[src/rtl/alarm_timer_bank.sv]
// Bank of independent down-counting timers sharing one prescaler.
// Each channel runs one-shot or periodic and pulses clkFinish on expiry.
module alarm_timer_bank #(
  parameter int WIDTH    = 18,
  parameter int CHANNELS = 4,
  parameter int PRESCALE = 1
) (
  input  logic                      clkSignal,
  input  logic                      RST,
  input  logic                      EN,
  input  logic [CHANNELS-1:0]       start,
  input  logic [CHANNELS-1:0]       stop,
  input  logic [CHANNELS-1:0]       periodic,
  input  logic [CHANNELS*WIDTH-1:0] maxCount,
  output logic [CHANNELS-1:0]       clkFinish,
  output logic [CHANNELS-1:0]       busy,
  output logic [CHANNELS*WIDTH-1:0] remaining
);

  localparam int PS_W = (PRESCALE > 1) ? $clog2(PRESCALE) : 1;
  localparam logic [PS_W-1:0] PS_MAX = PS_W'(PRESCALE - 1);

  typedef enum logic {
    IDLE = 1'b0,
    RUN  = 1'b1
  } state_t;

  logic [PS_W-1:0] presc_q, presc_d;
  logic            tick;

  // Shared free-running prescaler; starting a channel never realigns it.
  always_comb begin
    presc_d = presc_q;
    tick    = 1'b0;
    if (EN) begin
      if (presc_q == PS_MAX) begin
        presc_d = '0;
        tick    = 1'b1;
      end else begin
        presc_d = presc_q + PS_W'(1);
      end
    end
  end

  always_ff @(posedge clkSignal or posedge RST) begin
    if (RST) presc_q <= '0;
    else     presc_q <= presc_d;
  end

  for (genvar i = 0; i < CHANNELS; i++) begin : g_ch
    state_t           state_q, state_d;
    logic [WIDTH-1:0] count_q, count_d;
    logic [WIDTH-1:0] reload_q, reload_d;
    logic             mode_q, mode_d;
    logic             fin_q, fin_d;
    logic [WIDTH-1:0] load_val;

    assign load_val = maxCount[i*WIDTH +: WIDTH];

    // Priority: stop (or a zero-length start) > start > tick.
    always_comb begin
      state_d  = state_q;
      count_d  = count_q;
      reload_d = reload_q;
      mode_d   = mode_q;
      fin_d    = 1'b0;
      if (stop[i] || (start[i] && (load_val == '0))) begin
        state_d = IDLE;
        count_d = '0;
      end else if (start[i]) begin
        state_d  = RUN;
        count_d  = load_val;
        reload_d = load_val;
        mode_d   = periodic[i];
      end else if ((state_q == RUN) && tick) begin
        if (count_q == WIDTH'(1)) begin
          fin_d = 1'b1;
          if (mode_q) begin
            count_d = reload_q;
          end else begin
            count_d = '0;
            state_d = IDLE;
          end
        end else begin
          count_d = count_q - WIDTH'(1);
        end
      end
    end

    always_ff @(posedge clkSignal or posedge RST) begin
      if (RST) begin
        state_q  <= IDLE;
        count_q  <= '0;
        reload_q <= '0;
        mode_q   <= 1'b0;
        fin_q    <= 1'b0;
      end else begin
        state_q  <= state_d;
        count_q  <= count_d;
        reload_q <= reload_d;
        mode_q   <= mode_d;
        fin_q    <= fin_d;
      end
    end

    assign clkFinish[i]                 = fin_q;
    assign busy[i]                      = (state_q == RUN);
    assign remaining[i*WIDTH +: WIDTH]  = count_q;
  end

endmodule

[config.mk]
export PLATFORM = sky130hd
export DESIGN_NAME = alarm_timer_bank
export DESIGN_NICKNAME = d
export VERILOG_FILES = /design/src/rtl/alarm_timer_bank.sv
export SDC_FILE = /design/constraint.sdc
export NUM_CORES = 1
export LEC_CHECK = 0
export CAP_MARGIN = 25
export CORE_MARGIN = 8
export CORE_UTILIZATION = 54
export DETAILED_ROUTE_END_ITERATION = 6
export PLACE_DENSITY_LB_ADDON = 0.15
export SKIP_CTS_REPAIR_TIMING = 1
export SLEW_MARGIN = 20
export SYNTH_ARGS = -nofsm -noshare
export SYNTH_HDL_FRONTEND = slang
export SYNTH_SLANG_ARGS = --single-unit
[constraint.sdc]
create_clock -name clkSignal -period 8.9 [get_ports clkSignal]
set_input_delay 2.225 -clock clkSignal [delete_from_list [all_inputs] [get_ports clkSignal]]
set_output_delay 2.225 -clock clkSignal [all_outputs]
set_load 0.005 [all_outputs]
; ---- Word level (Yosys, flattened, before mapping)
; Index checks and enable logic that the tools add are counted.
[word_totals]
in_bits = 87
out_inout_bits = 80
reg_bits = 157
[classes]
bitwise = 4
n_addsub = 5
muxes = 59
n_eq_ne = 8
n_reduce_logical = 32
[ops]
columns = operator, count
row1 = 18-bit 2-to-1 mux, 20
row2 = 18-bit by 1-bit equality test with 1-bit output (second input constant), 4
row3 = 18-bit logical NOT, 4
row4 = 18-bit by 1-bit subtractor with 18-bit output (second input constant), 4
row5 = 1-bit 2-to-1 mux, 39
row6 = 3-bit nonzero test, 8
row7 = 3-bit by 2-bit != test with 1-bit output (second input constant), 4
row8 = 3-bit AND reduction, 4
row9 = 1-bit logical AND, 8
row10 = 2-bit AND reduction, 4
row11 = 1-bit logical OR, 4
row12 = 1-bit inverter, 4
row13 = 1-bit adder (second input constant), 1

; ---- Longest topological paths before layout
[logic_depth]
ltp_word = 6
mapped_depth = 10
mapped_depth_nobuf = 8

; ---- Least setup slack after synthesis
; Ideal clock, no wire load.
[synth_timing]
path_type = input to register
start = input port maxCount[37]
end = register g_ch[2].mode_q
t_arrival_ps = 3953
slack_ps = 4882
path_stages = 8
cell_sequence = or4_1 -> nor4_1 -> and4_1 -> nand2b_1 -> clkbuf_1 -> clkbuf_1 -> nand2_1 -> nand2_1
[synth_between]
elab_chain_len = 5
[synth_lines]
columns = element, line_no
row1 = "start, declared", 14  ; input logic [CHANNELS*WIDTH-1:0] maxCount,
row2 = 18-bit logical NOT, 67  ; if (stop[i] || (start[i] && (load_val == '0))) begin
row3 = 1-bit logical AND, 67
row4 = 1-bit logical OR, 67
row5 = 1-bit inverter (no source line), -
row6 = 2-bit AND reduction (no source line), -
row7 = "end signal, assigned", 101  ; mode_q <= mode_d;
row8 = "end, declared", 54  ; logic mode_q, mode_d;
; Every way passes these cells.
; A chain may end at the register's enable or synchronous reset.

; ---- Worst setup path in the final report
[layout_timing]
start = input port start[3]
end = register g_ch[3].reload_q[13]
[layout_between]
elab_chain_len = 4
[layout_lines]
columns = element, line_no
row1 = "start, declared", 11  ; input logic [CHANNELS-1:0] start,
row2 = 1-bit logical AND, 67
row3 = 1-bit logical OR, 67
row4 = 1-bit inverter (no source line), -
row5 = 2-bit AND reduction (no source line) *, -
row6 = "end signal, assigned", 100  ; reload_q <= reload_d;
row7 = "end, declared", 53  ; logic [WIDTH-1:0] reload_q, reload_d;
; Mark *: on every way between the ends. The rest lies on a longest branch, timed or not.

==> results by group <==
Clock network
  • H-tree depth: 4
  • Worst skew pair latency: 0.42 ns
  • Total CTS buffers: 17
  • Clock Root Buffer: clkbuf_16
  • CTS Buffer Depth: 2
  • TritonCTS clock tree: built
  • Clock-pin slew on the worst setup and hold paths: 0.06 ns
  • Clock Sinks: 156

Yosys
  • Post-synth EDFFs: 0
  • FF+latch count, synth: 156
  • Synthesis Warnings: 0
  • Synth cell types: 63
  • Syn Area/Cell: 8.28 um^2
  • Post-synth ARST share: 100%
  • Synth Flop Type: dfrtp_1
  • Post-Synthesis Cells: 1050
  • Mapped Area: 8690 um^2
  • Syn Nets: 1145
  • Sequential element share of the synthesized area: 44.9%

Final layout
  • Post-route cell area: 11000 um^2
  • ANT cells: 0
  • Layout filler cell count: 1287
  • Final nets: 1267
  • Synth-to-layout area growth: 26.6%
  • Share of layout cells above drive strength 1: 4.39%

Global routing
  • Initial antenna violation count: 0
  • Pin count of the biggest net entering global routing: 81
  • First-pass GRT wire length: 42300 um
  • All-Layer GR Usage: 25.7%
  • Vias in the first global route: 8298
  • Total grt overflow: 0

Placement
  • Gp weighted congestion: 0.899
  • Port bufs: 166
  • Post-DP HPWL: 17900 um
  • DP Area: 10400 um^2

Die
  • Die width: 143 um
  • Initial Util: 54.9%
  • I/O Pins: 167
  • Core area: 15800 um^2
  • Die Ht: 143 um
  • Total Die Area: 20400 um^2
  • Row count: 46

Critical path
  • CP top delay family: simple AND/OR/NAND/NOR gates
  • Crit path max fanout: 20
  • Critical path capture point type: flop
  • Nature of the critical path startpoint: input port
  • Crit Path Class: input port to flop
  • Crit path DAT: 4.82 ns
  • Crit-path slowest cell: clkdlybuf4s50_1
  • CP cell instances: clkdlybuf4s50_1, inv_1, nor2_1, nand2_1, a22o_1
  • Largest stage delay, worst path: 0.78 ns
  • CP Buf/Inv Count: 2
  • Worst EP required: 9.20 ns

STA
  • Worst hold slack: 0.468 ns
  • Rel. slew slack: 33.3%
  • Least-Margin Pin Slew: 1.00 ns
  • Worst Clk Skew: 0.0101 ns
  • RSZ-0062 raised after global routing: no
  • Final min period: 4.52 ns
  • Fin. max-slew vios: 0
  • Final hold vios: 0
  • Final setup TNS: 0 ns
  • # setup viols final: 0
  • Final period utilization: 50.7%
  • Fmax: 221 MHz

Drt
  • Detailed-route wire length: 26100 um
  • Pre-antenna DRT Iters: 6
  • Drt wl/cell: 18.6 um
  • DRT antenna net count: 0
  • Residual DRC count: 0
  • Initial DRC count: 911
  • Vias/cell: 6.09
  • Total number of vias: 8534

Status
  • Status: finished, final reports clean

Power and ir drop
  • PnR Total Power: 2.03 mW
  • Maximum VDD drop: 176 uV
  • Pwr per Cell Area: 184 nW/um^2
  • Pleak: 4.78 nW

Worst hold path
  • HP Class: flop to flop

Flow run
  • Max cap viols: 0
==> metal layers <==
layer	vias up	track usage, %	wire length [um]
li1	3972	-	-
met1	4089	34.0	11100
met2	431	41.1	12300
met3	42	6.21	2300
met4	0	7.66	424
met5	-	0	0
==> cell usage in the layout (no fill, tap or decap), drive strengths merged, types with 22 or more instances in the layout <==
cell and count:
nor2 94, clkdlybuf4s50 166, nor3 22, a21oi 49, and3 22, a31oi 39, dfrtp 156, nand2 242
nor4 33, xnor2 23, o21ai 74
==> tightest hold or removal path: stages (launching register included) <==
cell,delay (ns)
dfrtp_1,0.33
nand2_1,0.05
nand2_1,0.06
==> power breakdown <==
group,switching (mW),total [mW],internal (mW)
Sequential,0.0959,0.880,0.784
Clock,0.290,0.743,0.453
Combinational,0.205,0.404,0.199
Total,0.592,2.03,1.44
==> cell families (layout without fill, tap and decap cells) <==
family / count (synthesis) / after routing / synth area share (%)
DFF: 156 / 156 / 44.9
and+or+nand+nor: 500 / 500 / 26.4
AOI/OAI and AO/OA: 253 / 253 / 18.7
xor gates and xnor gates: 44 / 44 / 4.43
buffers and inverters: 88 / 223 / 4.26
adders and majority gates: 8 / 8 / 1.15
muxes: 1 / 1 / 0.130
==> path summary, 6_finish.rpt <==
check / startpoint / to / slack, ns / depth (start not counted)
min reg2reg: g_ch[2].reload_q[7] / g_ch[2].reload_q[7] / 0.47 / 2
max in group asynchronous: RST / g_ch[3].count_q[9] / 5.45 / 3
max: start[3] / g_ch[3].reload_q[13] / 4.38 / 5
max reg2reg: g_ch[2].count_q[4] / g_ch[2].count_q[10] / 5.74 / 7
min: g_ch[2].reload_q[7] / g_ch[2].reload_q[7] / 0.47 / 2
min in group asynchronous: RST / g_ch[0].fin_q / 2.29 / 2
==> flip-flops by register name, indices dropped and copies added, names as in the netlist <==
register / flops
g_ch.fin_q: 4
g_ch.reload_q: 72
g_ch.mode_q: 4
g_ch.count_q: 72
g_ch.state_q: 4
==> metrics by stage <==
stage | setup slack [ns] | cells | util [%]
after detailed placement | 4.02 | 1367 | 65.6
after global placement | 4.10 | 1366 | 65.5
after CTS | 4.45 | 1399 | 69.4
after global routing | 4.18 | 1401 | 69.5
after floorplan | 2.47 | 1050 | -
final | 4.38 | 1401 | 69.5
==> cell type report <==
| class | instances | area [um^2] | area share, % |
|---|---|---|---|
| well taps | 216 | 270 | 2.46 |
| clock buffers | 20 | 457 | 4.15 |
| multi-input cells | 806 | 4430 | 40.2 |
| flip-flops and latches | 156 | 3900 | 35.5 |
| inverters | 17 | 68.8 | 0.625 |
| repair buffers | 174 | 1730 | 15.7 |
| clock inverters | 12 | 145 | 1.32 |
==> synthesized netlist by cell type (4+ instances only) <==
| master | count | area [um^2] |
|---|---|---|
| nand2_1 | 242 | 908 |
| dfrtp_1 | 156 | 3900 |
| nor2_1 | 94 | 353 |
| o21ai_0 | 71 | 355 |
| clkbuf_1 | 58 | 218 |
| a21oi_1 | 49 | 245 |
| a31oi_1 | 39 | 244 |
| nor4_1 | 32 | 200 |
| xnor2_1 | 23 | 201 |
| and3_1 | 22 | 138 |
| nor3_1 | 22 | 110 |
| nand3_1 | 21 | 105 |
| xor2_1 | 21 | 184 |
| a311oi_1 | 19 | 166 |
| inv_1 | 17 | 63.8 |
| a211o_1 | 13 | 114 |
| nor2b_1 | 11 | 68.8 |
| a22o_1 | 10 | 87.6 |
| buf_4 | 8 | 60.1 |
| ha_1 | 8 | 100 |
| nand4_1 | 8 | 50.1 |
| o31ai_1 | 7 | 52.6 |
| a211oi_1 | 6 | 45.0 |
| and2_1 | 6 | 37.5 |
| or3_1 | 6 | 37.5 |
| a22oi_1 | 5 | 37.5 |
| nand2b_1 | 5 | 31.3 |
| or4_1 | 5 | 37.5 |
| a221oi_1 | 4 | 35.0 |
| and2_0 | 4 | 25.0 |
Note: power is estimated with default switching activity, not from simulation.
